## src/rtl/mem_arbiter.sv

```systemverilog
// Two-requester memory arbiter: instruction fetch (IF) and load/store (LS)
// share one single-port 2048-word memory with a one-cycle response path.
module mem_arbiter #(
  parameter int unsigned STARVE_LIMIT = 2
) (
  input  logic        clk,
  input  logic        rst,
  // instruction fetch port
  input  logic        if_req_i,
  input  logic [31:0] if_addr_i,
  output logic        if_gnt_o,
  output logic        if_rvalid_o,
  output logic        if_err_o,
  output logic [31:0] if_rdata_o,
  // load/store port
  input  logic        ls_req_i,
  input  logic        ls_we_i,
  input  logic [3:0]  ls_be_i,
  input  logic [31:0] ls_addr_i,
  input  logic [31:0] ls_wdata_i,
  output logic        ls_gnt_o,
  output logic        ls_rvalid_o,
  output logic        ls_err_o,
  output logic [31:0] ls_rdata_o,
  // memory port
  output logic        mem_en_o,
  output logic        mem_we_o,
  output logic [3:0]  mem_be_o,
  output logic [10:0] mem_addr_o,
  output logic [31:0] mem_wdata_o,
  input  logic [31:0] mem_rdata_i
);

  localparam int unsigned SW = (STARVE_LIMIT < 1) ? 1 : $clog2(STARVE_LIMIT + 1);
  localparam logic [SW-1:0] STARVE_MAX = SW'(STARVE_LIMIT);

  localparam logic [1:0] OWN_NONE = 2'd0;
  localparam logic [1:0] OWN_IF   = 2'd1;
  localparam logic [1:0] OWN_LS   = 2'd2;

  logic [SW-1:0] starve_q, starve_d;
  logic [1:0]    owner_q, owner_d;
  logic          err_q, err_d;
  logic          rd_q, rd_d;

  logic          if_gnt_c, ls_gnt_c;
  logic          if_legal_c, ls_legal_c;
  logic          if_rvalid_c, ls_rvalid_c;

  // Region and alignment checks: IF lives in 0x0000-0x0FFF, LS in 0x1000-0x1FFF
  assign if_legal_c = (if_addr_i[1:0] == 2'b00) && (if_addr_i[31:12] == 20'd0);
  assign ls_legal_c = (ls_addr_i[1:0] == 2'b00) && (ls_addr_i[31:13] == 19'd0) &&
                      ls_addr_i[12];

  // Single-winner arbitration: LS has priority until IF has waited STARVE_LIMIT grants
  always_comb begin
    if_gnt_c = 1'b0;
    ls_gnt_c = 1'b0;
    if (!rst) begin
      if (if_req_i && ls_req_i) begin
        if (starve_q == STARVE_MAX) if_gnt_c = 1'b1;
        else                        ls_gnt_c = 1'b1;
      end else begin
        if_gnt_c = if_req_i;
        ls_gnt_c = ls_req_i;
      end
    end
  end

  // Memory strobes for the winning request; illegal requests never touch memory
  always_comb begin
    mem_en_o    = 1'b0;
    mem_we_o    = 1'b0;
    mem_be_o    = 4'h0;
    mem_addr_o  = 11'd0;
    mem_wdata_o = 32'd0;
    if (if_gnt_c && if_legal_c) begin
      mem_en_o   = 1'b1;
      mem_be_o   = 4'hF;
      mem_addr_o = if_addr_i[12:2];
    end else if (ls_gnt_c && ls_legal_c) begin
      mem_en_o    = 1'b1;
      mem_we_o    = ls_we_i;
      mem_be_o    = ls_we_i ? ls_be_i : 4'hF;
      mem_addr_o  = ls_addr_i[12:2];
      mem_wdata_o = ls_we_i ? ls_wdata_i : 32'd0;
    end
  end

  // Next response owner and starvation count
  always_comb begin
    owner_d  = OWN_NONE;
    err_d    = 1'b0;
    rd_d     = 1'b0;
    starve_d = starve_q;
    if (if_gnt_c) begin
      owner_d = OWN_IF;
      err_d   = !if_legal_c;
      rd_d    = if_legal_c;
    end else if (ls_gnt_c) begin
      owner_d = OWN_LS;
      err_d   = !ls_legal_c;
      rd_d    = ls_legal_c && !ls_we_i;
    end
    if (!if_req_i || if_gnt_c) begin
      starve_d = '0;
    end else if (ls_gnt_c && (starve_q != STARVE_MAX)) begin
      starve_d = starve_q + SW'(1);
    end
  end

  // State registers with synchronous reset
  always_ff @(posedge clk) begin
    if (rst) begin
      starve_q <= '0;
      owner_q  <= OWN_NONE;
      err_q    <= 1'b0;
      rd_q     <= 1'b0;
    end else begin
      starve_q <= starve_d;
      owner_q  <= owner_d;
      err_q    <= err_d;
      rd_q     <= rd_d;
    end
  end

  // Responses routed to the owner; rst masks a response still in flight
  assign if_rvalid_c = !rst && (owner_q == OWN_IF);
  assign ls_rvalid_c = !rst && (owner_q == OWN_LS);

  assign if_gnt_o    = if_gnt_c;
  assign ls_gnt_o    = ls_gnt_c;
  assign if_rvalid_o = if_rvalid_c;
  assign ls_rvalid_o = ls_rvalid_c;
  assign if_err_o    = if_rvalid_c && err_q;
  assign ls_err_o    = ls_rvalid_c && err_q;
  assign if_rdata_o  = (if_rvalid_c && rd_q) ? mem_rdata_i : 32'd0;
  assign ls_rdata_o  = (ls_rvalid_c && rd_q) ? mem_rdata_i : 32'd0;

endmodule

```

## config.mk

```make
export PLATFORM = sky130hd
export DESIGN_NAME = mem_arbiter
export DESIGN_NICKNAME = d
export VERILOG_FILES = /design/src/rtl/mem_arbiter.sv
export SDC_FILE = /design/constraint.sdc
export NUM_CORES = 1
export LEC_CHECK = 0
export CORE_AREA = 2 2 101 103
export DETAILED_ROUTE_END_ITERATION = 10
export DIE_AREA = 0 0 103 105
export PLACE_DENSITY = 0.7
export REMOVE_ABC_BUFFERS = 1
export SYNTH_ARGS = -nofsm -noshare
export SYNTH_HDL_FRONTEND = slang
export SYNTH_SLANG_ARGS = --single-unit
```

## constraint.sdc

```tcl
create_clock -name clk -period 2.34 [get_ports clk]
set_clock_uncertainty 0.2 [all_clocks]
set_input_delay 0.351 -clock clk [delete_from_list [all_inputs] [get_ports clk]]
set_output_delay 0.351 -clock clk [all_outputs]
set_load 0.05 [all_outputs]
```

After elaboration in Yosys (flattened, before gate mapping):

Index checks and enable logic that the tools add are counted.

* flip-flop bits (word level): 6
* latch bits: 0
* RAM bits: 0
* memory bits (read-only): 0
* memories: 0

* add/sub/neg operators: 1
* multiply operators: 0
* divide/modulo/power cells: 0
* magnitude comparators: 0
* eq/ne operators: 4
* shifts and indexed selects: 0
* multiplexer cells: 26
* bitwise logic cells: 0
* reduce and logical (&&, ||, !) cells: 26

Operators with widths (number)
* 32-bit two-way mux: 5
* 11-bit two-way mux: 2
* 20-bit logical NOT: 1
* 19-bit logical NOT: 1
* 1-bit two-way mux: 15
* 1-bit logical AND: 14
* 4-bit two-way mux: 3
* 1-bit logical NOT: 5
* 2-bit equality test (second input constant): 2
* 2-bit logical NOT: 2
* 2-bit OR reduction: 2
* 2-bit by 1-bit adder with 2-bit output (second input constant): 1
* 2-bit by 1-bit equality test with 1-bit output (second input constant): 1
* 2-bit two-way mux: 1
* 2-bit != test (second input constant): 1
* 1-bit logical OR: 1

Depth between registers and ports, before layout:

* word-level depth: 7
* depth in mapped cells: 7
* depth with buffers taken out: 6

Worst setup path after synthesis:

OpenSTA, ideal clock, no wires.

* path kind: reg2out
* from: reg starve_q[0]
* to: out mem_addr_o[0]
* data arrival time: 2608 ps
* setup slack: -819 ps
* stages on the path, launching flop included: 7
* path buffers: 1
* cells stage by stage: dfxtp_1 > inv_1 > ha_1 > a211oi_2 > nand3_4 > buf_6 > o2bb2ai_1

* cells in the longest elaborated chain, start to end: 7
* elaborated cells on any way between the ends: 11

Ends and longest elaborated chain
* from (decl): RTL line 41 `logic [SW-1:0] starve_q, starve_d;`
* from (signal assigned): RTL line 120 `starve_q <= starve_d;`
* 2-bit equality test: RTL line 61 `if (starve_q == STARVE_MAX) if_gnt_c = 1'b1;`
* 1-bit two-way mux: RTL line 61
* 1-bit two-way mux: RTL line 60 `if (if_req_i && ls_req_i) begin`
* 1-bit two-way mux: RTL line 59 `if (!rst) begin`
* via ls_gnt_o: RTL line 21 `output logic ls_gnt_o,`
* 1-bit logical AND: RTL line 81 `end else if (ls_gnt_c && ls_legal_c) begin`
* 11-bit two-way mux: RTL line 81
* 11-bit two-way mux: RTL line 77 `if (if_gnt_c && if_legal_c) begin`
* to (decl): RTL line 29 `output logic [10:0] mem_addr_o,`

The timed path passes the listed nets, and every way through them passes these cells.

Worst setup path after layout:

* from: in ls_addr_i[0]
* to: out mem_wdata_o[16]

* cells in the longest elaborated chain, start to end: 6

Ends and longest elaborated chain
* from (decl): RTL line 19 `input logic [31:0] ls_addr_i,`
* 2-bit logical NOT: RTL line 52 `assign ls_legal_c = (ls_addr_i[1:0] == 2'b00) && (ls_addr_i[31:13] == 19'd0) &&`
* 1-bit logical AND (2 in series): RTL line 52
* 1-bit logical AND: RTL line 81
* 32-bit two-way mux: RTL line 81
* 32-bit two-way mux: RTL line 77
* to (decl): RTL line 30 `output logic [31:0] mem_wdata_o,`

Every way passes these cells.

==> summary.md <==
The worst register-to-register path has a depth of 7. TritonCTS built the clock tree. The logs give 1 for the number of antenna violations at the first check in global routing and 15500 um for the first-pass GRT wire length. The tools report the standard-cell row count as 36. The aggregate routed wire length came out at 10900 um. The arrival time of data at the critical path endpoint was 1.95 ns. Of the available clock period, the critical path in the final layout requires 107%. The run gives 1 as the maximum level of the CTS H-tree. STA puts the critical path data required time at 1.79 ns. For the netlist area before placement, the log shows 1620 um^2. The run gives 0 as the number of pins with negative max-slew slack in the final report. The number of hold-slack violations in the final timing report is 0. CTS placed an instance of clkbuf_8 at the clock tree root. The average vias per placed instance was 4.45.

The tools report the maximum frequency from static timing analysis as 401 MHz. The total of max-cap violations came out at 0. The maximum clock path buffer count was 2; the horizontal die dimension was 103 um.

The startpoint identified for the worst hold timing path is starve_q[0]$_SDFFE_PP0P_. The run finished, with violations left. Yosys printed 0 warnings. The count of port buffers added during placement works out to 255.

Path class of the lowest-slack min-delay path: register to register. The weighted congestion reported at the end of routability-driven placement was 0.809. In the routed design, unresolved DRC markers number 0. The tools report the all-layer global routing usage as 18.4%. The total power is 665 uW. Synthesis inferred 6 register bits. In this run the count of I/O pins placed on the die edge is 256.

For the count of different cell masters after synthesis, the log shows 31. The routed layout has 2864 vias. For this run, the post-layout net count is 649. TritonCTS created 3 clock buffers. In this run, the number of DRC markers left after iteration 0 of detailed routing was 85. Once the floorplan was initialized, standard cells occupied 16.8% of the core.

The logs give 9640 um^2 for the core area and 0.57 ns for the register-to-register path setup slack. The setup slack of the critical path after layout is -0.157 ns, and the per-cell routed wire length is 16.9 um. In this run the critical register-to-register path is captured at rd_q$_SDFF_PP0_. The critical path ends at mem_wdata_o[16]. The worst slew margin relative to its limit was 72.8%.

For the total global routing overflow, the log shows 0. The floorplan die height works out to 105 um. For the pin with the worst max-slew slack, the measured transition is 0.409 ns. The synthesized instance count came out at 231.

HPWL reported at the end of detailed placement: 7990 um. For the final routed database, the setup TNS stands at -4.95 ns. Setup violations remaining at the end of the flow were counted as 48.

Across all hold checks on the routed design, the worst slack comes to 0.200 ns. Counting every sink on the clock net gives 6. The die covers 10800 um^2. After synthesis, the mean cell area works out to 6.99 um^2.

The ratio of cells with drive above 1 in the final layout is 50.9%, and the power density over the cells is 109 nW/um^2. Setup repair after global routing could not meet its margin everywhere. The tools report the number of global-route vias before repair as 3013. For the worst-skew pair, the clock arrives at the later sink with an insertion delay of 0.22 ns.

In this run the worst setup path begins at ls_addr_i[0]. The first TritonRoute pass finished after 4 iterations. The startpoint identified for the worst register-to-register timing path is starve_q[0]$_SDFFE_PP0P_. Across the VDD grid, the largest voltage drop is 0.0899 mV. The kind of end point of the critical path is an output pin. The maximum number of pins on one net before global-route repair is 65, and the post-route minimum period is 2.50 ns. From synthesis to final layout, the design area changed by 277%. The worst setup path is launched from a primary input. The largest fanout of any net on the critical path works out to 17. The checks that failed: setup timing. In this run the remaining antenna-violating nets after routing total 0. After synthesis, flip-flops and latches occupy 7.44% of the total area.

The clock input transition at the sequential cells of the worst setup and hold paths came out at 0.03 ns. The worst setup path is of the primary input to output pin kind. The leakage power was 0.00276 uW.
-- cell families (layout without fill, tap and decap cells) --
group / after synthesis / count (layout) / synth area share, %
fa+ha+maj: 1 / 1 / 0.774
buf+inv: 59 / 337 / 18.2
compound gates: 30 / 30 / 13.3
flops: 6 / 6 / 7.44
simple gates: 135 / 135 / 60.3
other cells: 0 / 1 / 0
-- how the worst min path moves through the flow --
| stage | to | depth (start not counted) |
|---|---|---|
| floorplan | starve_q[0]$_SDFFE_PP0P_ | 1 |
| global placement | starve_q[0]$_SDFFE_PP0P_ | 1 |
| detailed placement | starve_q[0]$_SDFFE_PP0P_ | 1 |
| CTS | starve_q[0]$_SDFFE_PP0P_ | 1 |
| global route | starve_q[0]$_SDFFE_PP0P_ | 1 |
| finish | starve_q[0]$_SDFFE_PP0P_ | 1 |
-- routing by layer --
metal	GRT usage, %	wire [um]	up-vias
met5	0	0	-
li1	-	-	1372
met2	36.5	6050	191
met4	5.36	266	0
met1	18.0	3470	1279
met3	4.62	1070	22
-- final cells by class --
class,count,area [um^2]
fillers,786,3550
flip-flops and latches,6,123
well taps,133,166
repair buffers,299,3870
inverters,35,131
clock buffers,3,41.3
multi-input cells,166,1750
diodes,1,2.50
-- worst max-delay path, stage by stage --
cell	delay, ns
buf_6	0.09
or4_4	0.53
nor2_4	0.15
nand3_4	0.15
buf_6	0.26
nor3_4	0.21
buf_6	0.19
-- flip-flops by register name (all words and copies together), names as in the netlist --
name and count:
starve_q 2, err_q 1, rd_q 1, owner_q 2
-- through the flow --
stage               cell area [um^2]  util (%)  worst slack, ns  cells
finish                          6090      63.1           -0.157    643
CTS                             5820      60.4           -0.163    641
floorplan                       1450         -            -1.56    207
detailed placement              5190      53.8           -0.525    619
global route                    6090      63.1           -0.236    643
global placement                5190      53.8           -0.496    619
-- Yosys cell counts --
cell	number	area share, %
and3_1	64	25
inv_1	35	8.1
nor3_2	32	20
clkbuf_1	14	3.3
o21ai_0	10	3.1
o2bb2ai_1	10	5.4
nor2_1	7	1.6
nor4_1	7	2.7
dfxtp_1	6	7.4
buf_6	5	3.5
nor2b_1	5	1.9
o21ai_1	5	1.5
and2_1	4	1.5
buf_8	3	2.8
nand2_1	3	0.70
a211oi_1	2	0.93
nand2b_1	2	0.77
nand4_1	2	0.77
nor3b_1	2	0.93
or4_4	2	1.4
a211oi_2	1	0.77
a21o_2	1	0.54
and4_1	1	0.54
buf_1	1	0.23
buf_2	1	0.31
ha_1	1	0.77
nand3_4	1	1.1
nor2_4	1	0.70
nor4b_1	1	0.54
o21ai_4	1	1.0
or2_2	1	0.39
-- what timing repair did --
action	in CTS	in global routing
buffers inserted	14	7
gates resized for setup	175	77
cloned	6	1
endpoints found under the setup margin	115	49
hold buffers	0	0
pin swaps	23	35
-- cells in the final DEF, fill, tap and decap left out, types with 12 or more instances in the layout --
master | synthesis | final
buf_12 | 0 | 93
clkdlybuf4s50_1 | 0 | 91
and3_1 | 64 | 64
buf_6 | 5 | 44
inv_1 | 35 | 33
nor3_4 | 0 | 30
buf_4 | 0 | 24
dlygate4sd2_1 | 0 | 15
clkdlybuf4s15_1 | 0 | 12
-- where the power goes --
group | switching, uW | total (uW) | leakage [uW] | internal, uW
clock network | 40.6 | 151 | 0.0000216 | 110
logic | 163 | 406 | 0.00269 | 242
registers | 1.94 | 109 | 0.0000502 | 107
Note: power is estimated with default switching activity, not from simulation.
